`config.mk`:
```
export PLATFORM = sky130hd
export DESIGN_NAME = pipe_hazard_ctrl
export DESIGN_NICKNAME = d
export VERILOG_FILES = /design/src/rtl/pipe_hazard_pkg.sv /design/src/rtl/pipe_haz_slot.sv /design/src/rtl/pipe_hazard_ctrl.sv
export SDC_FILE = /design/constraint.sdc
export NUM_CORES = 1
export LEC_CHECK = 0
export CORE_ASPECT_RATIO = 0.8
export CORE_MARGIN = 2
export CORE_UTILIZATION = 47
export CTS_CLUSTER_SIZE = 40
export DETAILED_ROUTE_END_ITERATION = 7
export PLACE_DENSITY = 0.77
export SLEW_MARGIN = 20
export SYNTH_ARGS = -nofsm -noshare
export SYNTH_HDL_FRONTEND = slang
export SYNTH_HIERARCHICAL = 1
export SYNTH_SLANG_ARGS = --single-unit
```
`constraint.sdc`:
```
create_clock -name clk_i -period 2.83 [get_ports clk_i]
set_clock_uncertainty 0.1 [all_clocks]
set_input_delay 0.566 -clock clk_i [delete_from_list [all_inputs] [get_ports clk_i]]
set_output_delay 0.566 -clock clk_i [all_outputs]
set_load 0.05 [all_outputs]
```
`src/rtl/pipe_hazard_pkg.sv`:
```
// Shared types and constants for the pipeline hazard and forwarding controller.
package pipe_hazard_pkg;

    localparam logic [1:0] FWD_REG = 2'b00;
    localparam logic [1:0] FWD_MEM = 2'b10;
    localparam logic [1:0] FWD_WB  = 2'b01;

    // Widest register address a slot can carry; narrower addresses are zero-extended into it.
    localparam int unsigned SLOT_AW = 8;

    typedef struct packed {
        logic               valid;
        logic [SLOT_AW-1:0] dst;
        logic               reg_write;
        logic               is_load;
    } haz_slot_t;

    // $0 is hard-wired, so a read of it never depends on an in-flight producer.
    function automatic logic src_match(logic use_src, logic [SLOT_AW-1:0] src, haz_slot_t slot);
        return use_src && slot.valid && slot.reg_write && (slot.dst == src) && (src != '0);
    endfunction

endpackage

```
`src/rtl/pipe_haz_slot.sv`:
```
// One tracking slot of the hazard controller: resets to invalid, clear_i inserts an empty slot
// and takes priority over load_i.
module pipe_haz_slot
    import pipe_hazard_pkg::*;
(
    input  logic      clk_i,
    input  logic      rst_ni,
    input  logic      load_i,
    input  logic      clear_i,
    input  haz_slot_t d_i,
    output haz_slot_t q_o
);

    haz_slot_t slot_d, slot_q;

    always_comb begin
        slot_d = slot_q;
        if (clear_i) begin
            slot_d = '0;
        end else if (load_i) begin
            slot_d = d_i;
        end
    end

    always_ff @(posedge clk_i or negedge rst_ni) begin
        if (!rst_ni) begin
            slot_q <= '0;
        end else begin
            slot_q <= slot_d;
        end
    end

    assign q_o = slot_q;

endmodule

```
`src/rtl/pipe_hazard_ctrl.sv`:
```
// Hazard/forwarding controller for a 5-stage pipeline. Define PIPE_FWD_EN to enable EX operand
// forwarding; without it every RAW hazard against EX or MEM stalls and the selects stay 2'b00.
module pipe_hazard_ctrl
    import pipe_hazard_pkg::*;
#(
    parameter int unsigned REG_AW = 5
) (
    input  logic              clk_i,
    input  logic              rst_ni,
    input  logic              id_valid_i,
    input  logic [REG_AW-1:0] id_rs_i,
    input  logic [REG_AW-1:0] id_rt_i,
    input  logic              id_use_rs_i,
    input  logic              id_use_rt_i,
    input  logic [REG_AW-1:0] id_dst_i,
    input  logic              id_reg_write_i,
    input  logic              id_is_load_i,
    input  logic              ex_branch_taken_i,
    output logic              pc_we_o,
    output logic              ifid_we_o,
    output logic              ifid_flush_o,
    output logic              idex_bubble_o,
    output logic [1:0]        fwd_a_sel_o,
    output logic [1:0]        fwd_b_sel_o
);

    haz_slot_t          id_slot, ex_slot, mem_slot, wb_slot;
    logic [SLOT_AW-1:0] rs, rt;
    logic               rs_ex, rt_ex, rs_mem, rt_mem;
    logic               stall, flush, bubble, ex_clear;
    logic               unused_wb;

    assign rs = SLOT_AW'(id_rs_i);
    assign rt = SLOT_AW'(id_rt_i);

    assign id_slot = '{valid:     id_valid_i,
                       dst:       SLOT_AW'(id_dst_i),
                       reg_write: id_reg_write_i,
                       is_load:   id_is_load_i};

    assign rs_ex  = src_match(id_use_rs_i, rs, ex_slot);
    assign rt_ex  = src_match(id_use_rt_i, rt, ex_slot);
    assign rs_mem = src_match(id_use_rs_i, rs, mem_slot);
    assign rt_mem = src_match(id_use_rt_i, rt, mem_slot);

    // A taken branch discards the ID instruction, so any stall it would have caused is moot.
    assign flush         = ex_branch_taken_i;
    assign bubble        = flush | stall;
    assign pc_we_o       = flush | ~stall;
    assign ifid_we_o     = flush | ~stall;
    assign ifid_flush_o  = flush;
    assign idex_bubble_o = bubble;
    assign ex_clear      = bubble | ~id_valid_i;

    pipe_haz_slot u_ex_slot (
        .clk_i   (clk_i),
        .rst_ni  (rst_ni),
        .load_i  (1'b1),
        .clear_i (ex_clear),
        .d_i     (id_slot),
        .q_o     (ex_slot)
    );

    pipe_haz_slot u_mem_slot (
        .clk_i   (clk_i),
        .rst_ni  (rst_ni),
        .load_i  (1'b1),
        .clear_i (1'b0),
        .d_i     (ex_slot),
        .q_o     (mem_slot)
    );

    pipe_haz_slot u_wb_slot (
        .clk_i   (clk_i),
        .rst_ni  (rst_ni),
        .load_i  (1'b1),
        .clear_i (1'b0),
        .d_i     (mem_slot),
        .q_o     (wb_slot)
    );

    // WB is tracked for completeness only; the register file is write-before-read.
    assign unused_wb = ^wb_slot;

`ifdef PIPE_FWD_EN
    logic [1:0] fwd_a_d, fwd_a_q, fwd_b_d, fwd_b_q;

    assign stall = ex_slot.is_load & (rs_ex | rt_ex);

    always_comb begin
        fwd_a_d = FWD_REG;
        fwd_b_d = FWD_REG;
        if (!bubble) begin
            if (rs_ex) begin
                fwd_a_d = FWD_MEM;
            end else if (rs_mem) begin
                fwd_a_d = FWD_WB;
            end
            if (rt_ex) begin
                fwd_b_d = FWD_MEM;
            end else if (rt_mem) begin
                fwd_b_d = FWD_WB;
            end
        end
    end

    always_ff @(posedge clk_i or negedge rst_ni) begin
        if (!rst_ni) begin
            fwd_a_q <= FWD_REG;
            fwd_b_q <= FWD_REG;
        end else begin
            fwd_a_q <= fwd_a_d;
            fwd_b_q <= fwd_b_d;
        end
    end

    assign fwd_a_sel_o = fwd_a_q;
    assign fwd_b_sel_o = fwd_b_q;
`else
    assign stall       = rs_ex | rt_ex | rs_mem | rt_mem;
    assign fwd_a_sel_o = FWD_REG;
    assign fwd_b_sel_o = FWD_REG;
`endif

endmodule

```
# Yosys cells after proc, flatten, opt, wreduce, memory -nomap -nowiden
# Cells that the tools add are included.
[word_totals]
wordCells = 37
output_inout_bits = 8
register_bits = 20
[classes]
bitwise_logic = 8
eq_ne = 4
n_mux = 1
reduce_logical = 18
[ops]
columns = ["op", "n"]
rows = [
  ["$eq 8x5->1", 4],
  ["$logic_and 1x1->1", 16],
  ["$reduce_bool 8->1", 2],
  ["$mux 11", 1],
  ["$or 1x1->1", 6],
  ["$not 1->1", 2],
]

# Longest topological paths before layout
# Gate-level depths: netlist of run 1.
[logic_depth]
depth_word = 10
ltp_mapped = 7
ltp_nobuf = 6

# Cells and area by module
# Netlist of run 1, hierarchy kept.
[by_module_without_submodules]
columns = ["mod", "area_per_inst_um2", "cells_per_inst", "n_inst", "seq_area_each_um2"]
rows = [
  ["pipe_haz_slot", 441.7, 35, 2, 275.3],
  ["pipe_hazard_ctrl", 374.1, 49, 1, 0.0],
]

# Worst setup path before layout of run 1
# No wires, ideal clock.
[synth_path]
kind = "input-to-output"
start = "input id_rs_i[1]"
end = "output pc_we_o"
slack_ns = 0.161
arrival_time_ns = 2.003
stages = 4
required_time_ns = 2.164
cell_sequence = "or4_1 -> o22ai_1 -> a21o_1 -> buf_4"
[synth_between]
elab_chain_cells = 8
[synth_rtl]
columns = ["item", "line_no", "text"]
rows = [
  ["from (decl)", "pipe_hazard_ctrl.sv:11", "input logic [REG_AW-1:0] id_rs_i,"],
  ["$eq 8x5->1", "pipe_hazard_pkg.sv:20", "return use_src && slot.valid && slot.reg_write && (slot.dst == src) && (src != '0);"],
  ["$logic_and 1x1->1 (2 in series)", "pipe_hazard_pkg.sv:20", ""],
  ["$or 1x1->1", "pipe_hazard_ctrl.sv:120", "assign stall = rs_ex | rt_ex | rs_mem | rt_mem;"],
  ["$or 1x1->1 (*) (2 in series)", "pipe_hazard_ctrl.sv:120", ""],
  ["$not 1->1 (*)", "--", ""],
  ["$or 1x1->1 (*)", "--", ""],
  ["to (decl)", "pipe_hazard_ctrl.sv:19", "output logic pc_we_o,"],
]
# Every way passes the cells marked *; elsewhere a longest branch is shown, timed or not.

# Worst setup path in the final report of run 1
[layout_path]
start = "input id_use_rt_i"
end = "output ifid_we_o"
[layout_between]
elab_chain_cells = 9
[layout_rtl]
columns = ["item", "line_no", "text"]
rows = [
  ["from (decl)", "pipe_hazard_ctrl.sv:14", "input logic id_use_rt_i,"],
  ["$logic_and 1x1->1 (4 in series)", "pipe_hazard_pkg.sv:20", ""],
  ["$or 1x1->1 (2 in series)", "pipe_hazard_ctrl.sv:120", ""],
  ["$or 1x1->1 (*)", "pipe_hazard_ctrl.sv:120", ""],
  ["$not 1->1 (*)", "pipe_hazard_ctrl.sv:50", "assign ifid_we_o = flush | ~stall;"],
  ["$or 1x1->1 (*)", "pipe_hazard_ctrl.sv:50", ""],
  ["to (decl)", "pipe_hazard_ctrl.sv:20", "output logic ifid_we_o,"],
]
# Marks and branches as above.

==> results of run 1 <==
what timing repair did:
| action | in CTS | in global routing |
|---|---|---|
| gates resized for setup | 6 | 19 |
| setup endpoints to repair | 3 | 3 |
| pin swaps | 1 | 9 |
layout by cell type, fill, tap and decap left out:
cell              n
nor2_1           22
mux2i_1          20
dfrtp_1          20
xnor2_1          15
conb_1           13
clkdlybuf4s50_1  11
dlymetal6s2s_1    8
buf_4             7
nand4_1           6
xor2_1            4
buf_6             4
clkbuf_4          3
or4_4             2
buf_12            2
nor4b_2           1
nand2_1           1
nor4_4            1
and3b_1           1
nor2_2            1
o22ai_4           1
nor4_2            1
xnor2_2           1
o22ai_2           1
nand3b_1          1
a21o_1            1
nand4b_1          1
bufinv_16         1
clkbuf_2          1
dlygate4sd2_1     1
worst max-delay path, delay by kind of cell:
kind                   cells  cell delay (ns)
AOI/OAI and AO/OA          2             0.33
buffers and inverters      2             0.67
and+or+nand+nor            2             0.53
final timing paths:
kind	endpoint	slack, ns	depth (start not counted)
setup reg to reg	u_ex_slot/q_o[4]$_DFFE_PN0P_	0.84	8
min in group asynchronous	u_mem_slot/q_o[3]$_DFFE_PN0P_	0.65	1
hold / removal	u_mem_slot/q_o[10]$_DFFE_PN0P_	0.48	2
max in group asynchronous	u_ex_slot/q_o[9]$_DFFE_PN0P_	1.46	1
setup / recovery	ifid_we_o	0.06	6
hold reg to reg	u_mem_slot/q_o[10]$_DFFE_PN0P_	0.48	2
power breakdown:
group	total, mW	internal (mW)	switching, mW
logic	0.128	0.0606	0.0671
clock network	0.226	0.143	0.0825
registers	0.300	0.292	0.00805
area by class of cell:
type	count	area, µm²	area share (%)
multi-input cells	94	698.2	42.11
repair buffers	34	361.6	21.81
clock inverters	1	30.03	1.811
well taps	36	45.04	2.717
clock buffers	3	22.52	1.358
flip-flops and latches	20	500.5	30.19
registers in the layout, indices dropped and copies added (netlist names):
name and cells:
u_ex_slot/q_o 10, u_mem_slot/q_o 10
metrics by stage:
stage	instances	power (mW)	util [%]	hold WS (ns)
3_5_place_dp	184	0.4255	62.91	0.4510
2_1_floorplan	124	0.3756	-	0.1704
6_report	188	0.6537	68.44	0.4834
5_1_grt	188	0.6890	68.44	0.5323
4_1_cts	188	0.6518	65.91	0.4734
3_3_place_gp	184	0.4207	62.91	0.4386
routing by layer:
| metal | up-vias | wire, µm | part of all wire, % |
|---|---|---|---|
| met2 | 34 | 1319 | 48 |
| met5 | - | 0 | 0 |
| met1 | 443 | 1228 | 45 |
| li1 | 451 | - | - |
| met3 | 8 | 149 | 5.4 |
| met4 | 0 | 55 | 2.0 |
==> metrics.md, run 1 <==
| Metric | Value |
|---|---|
| Clock-pin slew on the worst setup and hold paths | 0.10 ns |
| Critical Path Start Type | input port |
| CP max FO | 2 |
| Core area | 2422 µm² |
| Number of fill cells | 192 |
| Final worst slack | 0.06374 ns |
| Critical Path Start | id_use_rt_i |
| Wire length of the first global-routing pass | 4422 µm |
| Clk sinks | 20 |
| Initial Util | 48.71% |
| Final hold violation count | 0 |
| CTS hold repair buffers | 0 |
| Vias | 936 |
| GP Congestion | 0.7754 |
| Met2 usage | 31.88% |
| CP Data Arrival Time | 2.10 ns |
| Port bufs | 25 |
| Final Slew Violations | 0 |
| Clock Path Buffers | 2 |
| Grt total ovfl | 0 |
| Post-CTS Setup Bufs | 0 |
| Die area | 2930 µm² |
| Root Driver | clkbuf_4 |
| Setup TNS | 0 ns |
| Vias in the first global route | 979 |
| HP Class | reg -> reg |
| Drt total wl | 2753 µm |
| Share of layout cells above drive strength 1 | 17.76% |
| Post-synthesis cell count | 113 |
| Req. time, crit path | 2.16 ns |
| Min Tclk post-route | 2.766 ns |
| Max-cap violations | 0 |
| Final setup violation count | 0 |
| H-tree Lvls | 1 |
| TritonCTS clock tree | yes |
| Largest net degree at the start of global routing | 21 |
| LEAKAGE | 0.8144 nW |
| Max VDD drop | 0.3184 mV |
| Nets@finish | 176 |
| Critical Path Max Stage Delay | 0.50 ns |
| Hold path start | u_ex_slot/q_o[10]$_DFFE_PN0P_ |
| Slew headroom | 43.39% |
| Status | complete, no violations |
| Worst path cell trace | clkdlybuf4s50_1, nand4_1, nor4_4, o22ai_4, a21o_1, buf_12 |
| Max Fclk | 0.3615 GHz |
| Pre-CTS WS | -0.04197 ns |
| Synthesis Warnings | 6 |
| Post-Place Cell Area | 1524 µm² |
| Antenna-violating nets left | 0 |
| Syn avg cell area | 10.44 µm² |
| Worst-skew pair later-pin latency | 0.29 ns |
| Pre-antenna DRT Iters | 4 |
| Met1 usage | 27.54% |
| Worst slew pin tran | 0.8465 ns |
| FF-to-FF Start | u_ex_slot/q_o[4]$_DFFE_PN0P_ |
| Busiest grt layer | met2 |
| WS Path Type | in -> out |
| Grt met3 use | 4.244% |
| CP endpoint kind | primary output |
| RSZ-0062 raised after global routing | false |
| DR iter-0 viols | 32 |
| Final instance area | 1658 µm² |
| Total GRT Usage | 20.23% |
| P per Cell Area | 394.3 nW/µm² |
| Io pins | 31 |
| Synthesized cell area | 1180 µm² |
| Slowest-stage cell, CP | clkdlybuf4s50_1 |
| Num CTS Buffers | 3 |
| Number of vias per cell | 4.979 |
| Tcrit/Tclk final | 97.75% |
| Post-DP HPWL | 2057 µm |
| Area Overhead vs Synth | 40.51% |
| DRC | 0 |
| Die Wd | 60.02 µm |
| WL/cell | 14.64 µm |
| Chip Height | 48.82 µm |
| Initial antenna violation count | 0 |
| # diodes | 0 |
| Site row count | 16 |
Note: power is estimated with default switching activity, not from simulation.
==> run 2: changes to the inputs <==
--- a/config.mk
+++ b/config.mk
@@ -6,7 +6,6 @@
 export NUM_CORES = 1
 export LEC_CHECK = 0
 export CORE_ASPECT_RATIO = 0.8
-export CORE_MARGIN = 2
 export CORE_UTILIZATION = 47
 export CTS_CLUSTER_SIZE = 40
 export DETAILED_ROUTE_END_ITERATION = 7
==> run 2 against run 1 <==
  * The run now ends with design-rule violations left
  * Critical path depth decreased by 1
  * Register-to-register slack improved by 0.03 ns
  * Power fell by 0.79%
  * Worst hold slack improved by 0.011 ns
  * Cell count is 5.9% lower
  * Clock power is essentially flat
  * Routed wire length fell by 10%
  * Sequential cell count did not move
  * Combinational power fell by 5%
  * Sequential share of layout area rose by 0.96 points
  * Setup slack got worse by 0.015 ns
  * Non-clock buffer count stayed put
==> metrics.md, run 2 (synthesis results as in run 1) <==
| Metric | Value |
|---|---|
| Drt total wl | 2473 µm |
| Max Fclk | 0.3596 GHz |
| GP Congestion | 0.7698 |
| CP endpoint kind | primary output |
| # diodes | 0 |
| Slew headroom | 41.53% |
| Number of vias per cell | 5.237 |
| Logic gate share of total power | 18.8% |
| Worst path cell trace | clkdlybuf4s50_1, or4_4, o22ai_2, a21o_1, buf_12 |
| Die area | 2716 µm² |
| DR iter-0 viols | 45 |
| CTS hold repair buffers | 0 |
| WS Path Type | in -> out |
| Sw Ratio | 23.67% |
| Port bufs | 25 |
| CP max FO | 2 |
| Internal Power | 0.4950 mW |
| Final Slew Violations | 0 |
| Critical Path Max Stage Delay | 0.55 ns |
| Clock power frac | 34.9% |
| Io pins | 31 |
| Share of layout cells above drive strength 1 | 15.13% |
| Setup TNS | 0 ns |
| Core area | 2252 µm² |
| Most frequent cells in the layout | 23 x nor2_1, 20 x mux2i_1, 20 x dfrtp_1, 16 x xnor2_1, 14 x clkdlybuf4s50_1 |
| TritonCTS clock tree | yes |
| Tcrit/Tclk final | 98.28% |
| Total GRT Usage | 19.19% |
| Die Wd | 58.02 µm |
| FF-to-FF Start | u_ex_slot/q_o[7]$_DFFE_PN0P_ |
| CP Data Arrival Time | 2.12 ns |
| P per Cell Area | 403.7 nW/µm² |
| Reg2reg end | u_ex_slot/q_o[3]$_DFFE_PN0P_ |
| Hold worst-path end | u_mem_slot/q_o[8]$_DFFE_PN0P_ |
| Wire length of the first global-routing pass | 3926 µm |
| Final hold violation count | 0 |
| Largest net degree at the start of global routing | 21 |
| Critical Path Start Type | input port |
| Clock Path Buffers | 2 |
| Reg2reg setup slack | 0.87 ns |
| Clock-pin slew on the worst setup and hold paths | 0.12 ns |
| Buffers plus inverters on the worst setup path | 2 |
| WL/cell | 13.97 µm |
| Site row count | 15 |
| Slowest-stage cell, CP | or4_4 |
| Min Tclk post-route | 2.781 ns |
| Commonest non-fill, non-tap cell in the layout | nor2_1 |
| H-tree Lvls | 1 |
| HP Class | reg -> reg |
| Critical path's top delay family | buffers and inverters |
| Post-Place Cell Area | 1510 µm² |
| Hold path start | u_ex_slot/q_o[8]$_DFFE_PN0P_ |
| Post-DP HPWL | 1879 µm |
| Chip Height | 46.82 µm |
| Final setup violation count | 0 |
| Root Driver | clkbuf_4 |
| LEAKAGE | 0.7880 nW |
| Worst slew pin tran | 0.8744 ns |
| Grt total ovfl | 0 |
| Failing checks | design-rule violations |
| Antenna-violating nets left | 0 |
| DRC | 5 |
| Status | finished with violations |
| Number of fill cells | 185 |
| Post-CTS Setup Bufs | 0 |
| Clk sinks | 20 |
| Final instance area | 1607 µm² |
| Sw Pwr | 0.1535 mW |
| Vias in the first global route | 885 |
| Nets@finish | 176 |
| Req. time, crit path | 2.16 ns |
| Area Overhead vs Synth | 36.16% |
| Num CTS Buffers | 3 |
| Initial Util | 52.39% |
| Hold Path Depth | 2 |
| Max-cap violations | 0 |
| Initial antenna violation count | 0 |
| Flop pwr share | 46.3% |
| Vias | 927 |
| Worst-skew pair later-pin latency | 0.29 ns |
| Max VDD drop | 0.2647 mV |
| R2r worst-path depth | 8 |
| Pre-antenna DRT Iters | 6 |
run 2: layer usage:
metal | routed length, µm | track usage (%) | vias to the layer above
met4 | 10 | 5.714 | 0
met3 | 166 | 2.204 | 2
met1 | 1195 | 27.45 | 439
met2 | 1101 | 31.49 | 41
met5 | 0 | 0 | -
li1 | - | - | 445
run 2: stage by stage:
stage	worst slack (ns)	hold WS, ns	power (mW)	std cells	util [%]
5_1_grt	-0.005584	0.5545	0.6747	177	71.33
3_5_place_dp	0.003860	0.4756	0.4242	173	67.06
2_1_floorplan	0.1605	0.1704	0.3756	124	-
4_1_cts	0.01836	0.5042	0.6516	177	69.67
3_3_place_gp	-0.01134	0.4404	0.4209	173	67.06
6_report	0.04880	0.4940	0.6485	177	71.33
run 2: power groups by stage:
stage	logic (mW)	registers (mW)	clock network [mW]
floorplan	0.0721	0.303	0
global placement	0.115	0.306	0
finish	0.122	0.300	0.226
detailed placement	0.118	0.306	0
global route	0.132	0.301	0.241
CTS	0.119	0.300	0.232
run 2: final cells by class:
class                   count  area (µm²)  area share (%)
flip-flops and latches     20       500.5           31.15
repair buffers             34       354.1           22.04
clock inverters             1       30.03           1.869
multi-input cells          94       668.1           41.59
clock buffers               3       22.52           1.402
well taps                  25       31.28           1.947
run 2: worst max-delay path by stage:
stage          slack, ns            end  depth (start not counted)       start
2_1_floorplan       0.16        pc_we_o                          4  id_rs_i[1]
3_3_place_gp       -0.01  idex_bubble_o                          6  id_rt_i[2]
3_5_place_dp       0.004  idex_bubble_o                          6  id_rt_i[2]
4_1_cts             0.02  idex_bubble_o                          8  id_rt_i[4]
5_1_grt           -0.006        pc_we_o                          5  id_rt_i[1]
6_report            0.05        pc_we_o                          5  id_rt_i[1]
run 2: worst reg2reg max path, delay by kind of cell, from the launching register on:
| family | cells | cell delay (ns) |
|---|---|---|
| buf+inv | 2 | 0.32 |
| flops | 1 | 0.43 |
| simple gates | 5 | 0.89 |
| compound gates | 1 | 0.11 |
run 2: repair_timing:
item                                    4_1_cts  5_1_grt
resized for setup                             1       11
pin swaps                                     0        6
hold endpoints to repair                      0        0
endpoints found under the setup margin        1        3
